[config.mk]
export PLATFORM = sky130hd
export DESIGN_NAME = key_scan_module
export DESIGN_NICKNAME = d
export VERILOG_FILES = /design/src/rtl/key_scan_module.sv
export SDC_FILE = /design/constraint.sdc
export NUM_CORES = 1
export LEC_CHECK = 0
export BUFFER_PORTS_ARGS = -buffer_cell sky130_fd_sc_hd__buf_2
export CAP_MARGIN = 20
export CORE_UTILIZATION = 37
export CTS_CLUSTER_DIAMETER = 150
export DETAILED_ROUTE_END_ITERATION = 10
export SLEW_MARGIN = 40
export SYNTH_ARGS = -nofsm -noshare
export SYNTH_HDL_FRONTEND = slang
export SYNTH_SLANG_ARGS = --single-unit
export TNS_END_PERCENT = 30
[constraint.sdc]
create_clock -name CLK -period 2.16 [get_ports CLK]
set_input_delay 0.324 -clock CLK [delete_from_list [all_inputs] [get_ports CLK]]
set_output_delay 0.324 -clock CLK [all_outputs]
set_load 0.005 [all_outputs]
[src/rtl/key_scan_module.sv]
// key_scan_module: per-key two-flop synchronizer, debounce filter and press/hold/repeat pulse FSM.
// Define KEY_AUTO_REPEAT_EN to build the HELD/REPEAT auto-repeat path; otherwise one pulse per press.
module key_scan_module #(
    parameter int N_KEYS       = 3,
    parameter int DEBOUNCE_CYC = 1_000_000,
    parameter int HOLD_CYC     = 50_000_000,
    parameter int REPEAT_CYC   = 10_000_000
) (
    input  logic              CLK,
    input  logic              RSTn,
    input  logic [N_KEYS-1:0] Key_In,
    output logic [N_KEYS-1:0] Key_Level,
    output logic [N_KEYS-1:0] Key_Pulse,
    output logic [N_KEYS-1:0] Key_Release
);

    localparam int              DB_W    = $clog2(DEBOUNCE_CYC);
    localparam logic [DB_W-1:0] DB_LAST = DB_W'(DEBOUNCE_CYC - 1);

`ifdef KEY_AUTO_REPEAT_EN
    localparam int                HOLD_W    = (HOLD_CYC > 1) ? $clog2(HOLD_CYC) : 1;
    localparam int                REP_W     = (REPEAT_CYC > 1) ? $clog2(REPEAT_CYC) : 1;
    localparam logic [HOLD_W-1:0] HOLD_LAST = HOLD_W'(HOLD_CYC - 1);
    localparam logic [REP_W-1:0]  REP_LAST  = REP_W'(REPEAT_CYC - 1);

    typedef enum logic [1:0] {IDLE, HELD, REPEAT} keyState_t;
`else
    typedef enum logic {IDLE, PRESSED} keyState_t;
`endif

    if (DEBOUNCE_CYC < 2 || HOLD_CYC < 1 || REPEAT_CYC < 1) begin : gBadParams
        $error("key_scan_module: need DEBOUNCE_CYC >= 2, HOLD_CYC >= 1, REPEAT_CYC >= 1");
    end

    for (genvar k = 0; k < N_KEYS; k++) begin : gKey
        logic            sync1;
        logic            sync2;
        logic            stablePressed;
        logic [DB_W-1:0] dbCnt;
        keyState_t       state;
        keyState_t       stateNext;
        logic            keyLevel;
        logic            keyPulse;
        logic            keyRelease;
        logic            levelNext;
        logic            pulseNext;
        logic            releaseNext;

        // Raw keys are active-low; the stable state is kept as "pressed".
        // NOTE: sequential state uses non-blocking assignments so every flop samples pre-edge values.
        always_ff @(posedge CLK or negedge RSTn) begin
            if (!RSTn) begin
                sync1         <= 1'b1;
                sync2         <= 1'b1;
                stablePressed <= 1'b0;
                dbCnt         <= '0;
            end else begin
                sync1 <= Key_In[k];
                sync2 <= sync1;
                if (~sync2 == stablePressed) begin
                    dbCnt <= '0;
                end else if (dbCnt == DB_LAST) begin
                    stablePressed <= ~stablePressed;
                    dbCnt         <= '0;
                end else begin
                    dbCnt <= dbCnt + 1'b1;
                end
            end
        end

        always_ff @(posedge CLK or negedge RSTn) begin
            if (!RSTn) begin
                state      <= IDLE;
                keyLevel   <= 1'b0;
                keyPulse   <= 1'b0;
                keyRelease <= 1'b0;
            end else begin
                state      <= stateNext;
                keyLevel   <= levelNext;
                keyPulse   <= pulseNext;
                keyRelease <= releaseNext;
            end
        end

`ifdef KEY_AUTO_REPEAT_EN
        logic [HOLD_W-1:0] holdCnt;
        logic [REP_W-1:0]  repCnt;
        logic              holdDone;
        logic              repDone;

        assign holdDone = (holdCnt == HOLD_LAST);
        assign repDone  = (repCnt == REP_LAST);

        // Counters run only while the FSM stays in their state, so any exit or release clears them.
        always_ff @(posedge CLK or negedge RSTn) begin
            if (!RSTn) begin
                holdCnt <= '0;
                repCnt  <= '0;
            end else begin
                if (state != HELD || stateNext != HELD) begin
                    holdCnt <= '0;
                end else if (!holdDone) begin
                    holdCnt <= holdCnt + 1'b1;
                end
                if (state != REPEAT || stateNext != REPEAT || repDone) begin
                    repCnt <= '0;
                end else begin
                    repCnt <= repCnt + 1'b1;
                end
            end
        end

        // NOTE: every combinational output gets a default first so no latch is inferred.
        always_comb begin
            stateNext = state;
            case (state)
                IDLE:    if (stablePressed) stateNext = HELD;
                HELD:    if (!stablePressed) stateNext = IDLE;
                         else if (holdDone) stateNext = REPEAT;
                REPEAT:  if (!stablePressed) stateNext = IDLE;
                default: stateNext = IDLE;
            endcase
        end

        // A release on a tick edge suppresses the tick because every pulse requires stablePressed.
        always_comb begin
            levelNext   = (stateNext != IDLE);
            releaseNext = (state != IDLE) && !stablePressed;
            pulseNext   = 1'b0;
            if (stablePressed) begin
                case (state)
                    IDLE:    pulseNext = 1'b1;
                    HELD:    pulseNext = holdDone;
                    REPEAT:  pulseNext = repDone;
                    default: pulseNext = 1'b0;
                endcase
            end
        end
`else
        always_comb begin
            stateNext = stablePressed ? PRESSED : IDLE;
        end

        always_comb begin
            levelNext   = (stateNext == PRESSED);
            pulseNext   = (state == IDLE) && stablePressed;
            releaseNext = (state == PRESSED) && !stablePressed;
        end
`endif

        assign Key_Level[k]   = keyLevel;
        assign Key_Pulse[k]   = keyPulse;
        assign Key_Release[k] = keyRelease;
    end

endmodule

# Yosys cells after proc, flatten, opt, wreduce, memory -nomap -nowiden
# Cells that the tools add are included.
totals:
  regBits: 78
  in_bits: 5
  output_inout_bits: 9
  word_cells: 63
op_classes:
  addsub: 3
  eq_ne: 6
  n_mux: 9
  bitwise: 12
  n_reduce_logical: 12
ops:
  columns: ["operator", "count"]
  rows:
  - ["$mux 20", 6]
  - ["$add 20x1->20 const B", 3]
  - ["$eq 20x20->1 const B", 3]
  - ["$not 1->1", 12]
  - ["$logic_and 1x1->1", 6]
  - ["$reduce_and 2->1", 3]
  - ["$eq 1x1->1", 3]
  - ["$logic_not 1->1", 3]
  - ["$mux 1", 3]

# Logic depth before layout (Yosys ltp)
logic_depth:
  ltp_word: 4
  ltp_mapped: 7
  mapped_depth_nobuf: 5

# Worst setup path before layout
# No wires, ideal clock.
synth_timing:
  kind: "register to register"
  from: "reg gKey[0].dbCnt[0]"
  to: "reg gKey[0].dbCnt[18]"
  setup_ns: 0.073
  arrival_time_ns: 1.913
  t_required_ns: 2.087
  path_slack_ns: 0.173
  stages_incl_launch_ff: 7
  path_buffers: 1
  period_less_slack_ns: 1.987
  path_cell_list: "dfrtp_1 > ha_1 > nand2_1 > or4_1 > buf_2 > or4_4 > a21oi_2"
synth_via:
  elab_chain_len: 3
  elab_cells_between_ends: 4
  cone_classes: "1 x add/sub; 1 x eq/ne; 2 x mux"
synth_rtl:
  columns: ["item", "line", "text"]
  rows:
  - ["from (decl)", "39", "logic [DB_W-1:0] dbCnt;"]
  - ["from (signal assigned)", "66", "dbCnt <= dbCnt + 1'b1;"]
  - ["$add 20x1->20 / $eq 20x20->1 (equally long branches)", "66, 62", null]
  - ["$mux 20 (*)", "62", "end else if (dbCnt == DB_LAST) begin"]
  - ["$mux 20 (*)", "60", "if (~sync2 == stablePressed) begin"]
# Every way passes the cells marked *; elsewhere a longest branch is shown, timed or not.
# A chain may end at the register's enable or synchronous reset.

# Worst setup path after layout
# Same ends and word-level chain as after synthesis.

==> results.txt <==
status - finished clean
# nets final - 386
Tcrit/Tclk final - 0.940
sequential share of the synthesized area - 0.539
Vias/cell - 5.11
ys flop type - dfrtp_1
Post-CTS Setup Inserts - 0
final hold slack - 0.0745 ns
RSZ-0062 raised after global routing - false
final WL - 6460 um
Post-DP HPWL - 4470 um
worst hold path type - input port to flip-flop
io pins - 14
FILL cells - 915
first-pass GRT wire length - 11,400 um
Vias - 2,618
CTS max path bufs - 2
Clk Tree Root Cell - clkbuf_8
total negative slack - 0 ns
number of global-route vias before repair - 2,551
Post-synth EDFFs - 0
DRC violation count after routing - 0
Tot Pwr - 2.71 mW
total clock buffers created by CTS - 9
share of cells above drive strength 1 - 0.162
Die Wd - 101 um
die area - 10,200 sq um
post-synthesis async set-or-reset flop share - 1.00
# diodes - 0
Max IR drop VDD - 391 uV
Pleak - 1.66 nW
min cycle time layout - 2.03 ns
ANT nets after route - 0
largest net degree at the start of global routing - 45
slew margin rel. - 0.621
PnR worst setup slack - 0.131 ns
synthesized area - 3640 sq um
critical path required time - 2.43 ns
clock-pin slew on the worst setup and hold paths - 0.08 ns
first-pass detailed-route iteration total - 5
Hold Vio Cnt, Final - 0
Slew @ Worst Pin - 0.568 ns
port bufs - 13
Critical Path Sink Type - flip-flop
clock skew - 0.0137 ns
drt wl/cell - 12.6 um
# rows - 35
Max-Cap Viols - 0
gr ovfl total - 0
CTS tree - built
Avg Cell Area, Syn - 10.0 sq um
core area - 9370 sq um
# H-tree levels - 3
path type of the worst setup path - flip-flop to flip-flop
Initial Utilization - 0.388
#FFs+latches synth - 78
setup violators final - 0
Synth cell types - 38
Die Ht - 101 um
PD cells - 662 nW/um^2
clk sinks - 78
Worst Setup Start Kind - flip-flop
maximum fanout along the worst path - 8
Syn Inst Count - 363
number of synthesis warnings - 0
Syn Nets - 371
clock latency on the worst-skew pair - 0.35 ns
Peak Freq - 493 MHz
Setup WS pre-CTS - 0.0369 ns
initial antenna violation count - 0
CP Data Arrival Time - 2.30 ns
Pins Over Slew Limit - 0
routability cong. - 0.808
GRT Total Usage - 0.141
Area Overhead vs Synth - 12.5%
Starting DRT DRC Count - 102
layer usage:
layer	vias up	routed length (um)	GRT usage	share of wire
li1	1299	-	-	-
met2	41	3000	0.228	0.46
met5	-	0	0	0
met3	4	180	0.0352	0.028
met4	0	51	0.0513	0.0079
met1	1274	3220	0.184	0.50
per-stage QoR:
stage	util	instances	area, sq um
final	0.436	512	4090
after detailed placement	0.411	495	3850
after CTS	0.434	512	4070
after global placement	0.411	495	3850
after floorplan	-	363	3640
after global routing	0.436	512	4090
cells in the final DEF (no fill, tap or decap), types with 6 or more instances in the layout:
| cell | instances |
|---|---|
| dfstp_2 | 6 |
| inv_1 | 14 |
| xor2_1 | 14 |
| a21oi_1 | 22 |
| or4_1 | 11 |
| dfrtp_1 | 72 |
| buf_2 | 12 |
| o21ai_0 | 14 |
| nand2_1 | 22 |
| nor3_1 | 7 |
| nor2_1 | 43 |
| nand4_1 | 10 |
| nand3_1 | 20 |
| or3_1 | 11 |
| xnor2_1 | 20 |
| o31ai_1 | 10 |
| clkbuf_8 | 10 |
| and3_1 | 7 |
| buf_4 | 10 |
cells in the mapped netlist (2+ instances only):
library cell	n	area share
nor2_1	43	0.044
mux2i_1	2	0.0055
nand2_1	22	0.023
nand4_1	10	0.017
dfstp_2	6	0.043
nor3_1	7	0.0096
or3_2	3	0.0062
ha_1	3	0.010
or4b_1	2	0.0055
and3_1	7	0.012
a21oi_1	22	0.030
buf_4	9	0.019
nand3_2	2	0.0055
nand3_1	20	0.028
nor2b_1	4	0.0069
or3_1	11	0.019
buf_2	5	0.0069
and2_1	2	0.0034
inv_1	14	0.014
or4_1	14	0.029
nor4b_1	2	0.0048
o31ai_1	12	0.025
xnor2_1	20	0.048
xor2_1	14	0.034
clkbuf_1	7	0.0072
o21ai_0	14	0.019
dfrtp_1	72	0.50
nor4_1	4	0.0069
what timing repair did:
item / CTS / global route
resized for setup: 0 / 5
endpoints found under the setup margin: 0 / 13
hold buffers: 1 / 0
hold endpoints to repair: 38 / 0
worst max-delay path, stage by stage, from the launching register on:
cell and delay, ns:
dfrtp_1 0.41, ha_1 0.24, nand2_1 0.11, or4_4 0.57, or4_4 0.50, a21oi_2 0.14
path summary, 6_finish.rpt:
| check | start | endpoint | slack, ns | cells past startpoint |
|---|---|---|---|---|
| worst max-delay path | gKey[0].dbCnt[0]$_DFF_PN0_ | gKey[0].dbCnt[18]$_DFF_PN0_ | 0.13 | 5 |
| worst min-delay path | Key_In[2] | gKey[2].sync1$_DFF_PN1_ | 0.07 | 1 |
| worst max register to register | gKey[0].dbCnt[0]$_DFF_PN0_ | gKey[0].dbCnt[18]$_DFF_PN0_ | 0.13 | 5 |
| worst min register to register | gKey[1].sync1$_DFF_PN1_ | gKey[1].sync2$_DFF_PN1_ | 0.36 | 0 |
| max in group asynchronous | RSTn | gKey[1].sync2$_DFF_PN1_ | 1.00 | 3 |
| min in group asynchronous | RSTn | gKey[0].dbCnt[10]$_DFF_PN0_ | 0.52 | 2 |
final cells by class:
| cell class | instances | area (sq um) | area share |
|---|---|---|---|
| clock buffers | 10 | 138 | 0.0336 |
| well taps | 129 | 161 | 0.0395 |
| inverters | 14 | 52.6 | 0.0128 |
| multi-input cells | 250 | 1530 | 0.374 |
| flip-flops and latches | 78 | 1960 | 0.479 |
| clock inverters | 6 | 71.3 | 0.0174 |
| repair buffers | 25 | 176 | 0.0431 |
cell families (layout without fill, tap and decap cells):
| family | after synthesis | count (layout) | synth area share |
|---|---|---|---|
| xor+xnor | 34 | 34 | 0.0819 |
| mux | 2 | 2 | 0.00550 |
| flops | 78 | 78 | 0.539 |
| buf+inv | 35 | 55 | 0.0471 |
| simple gates | 160 | 160 | 0.236 |
| fa+ha+maj | 3 | 3 | 0.0103 |
| compound gates | 51 | 51 | 0.0805 |
registers in the layout, indices dropped and copies added, names as in the netlist:
name / count
gKey.dbCnt: 60
gKey.keyLevel: 3
gKey.keyPulse: 3
gKey.keyRelease: 3
gKey.stablePressed: 3
gKey.sync1: 3
gKey.sync2: 3
where the power goes:
| part | internal (mW) | switching [mW] |
|---|---|---|
| sequential | 1.48 | 0.0179 |
| combinational | 0.0332 | 0.0615 |
| clock | 0.571 | 0.543 |
(Power assumes the default switching activity.)
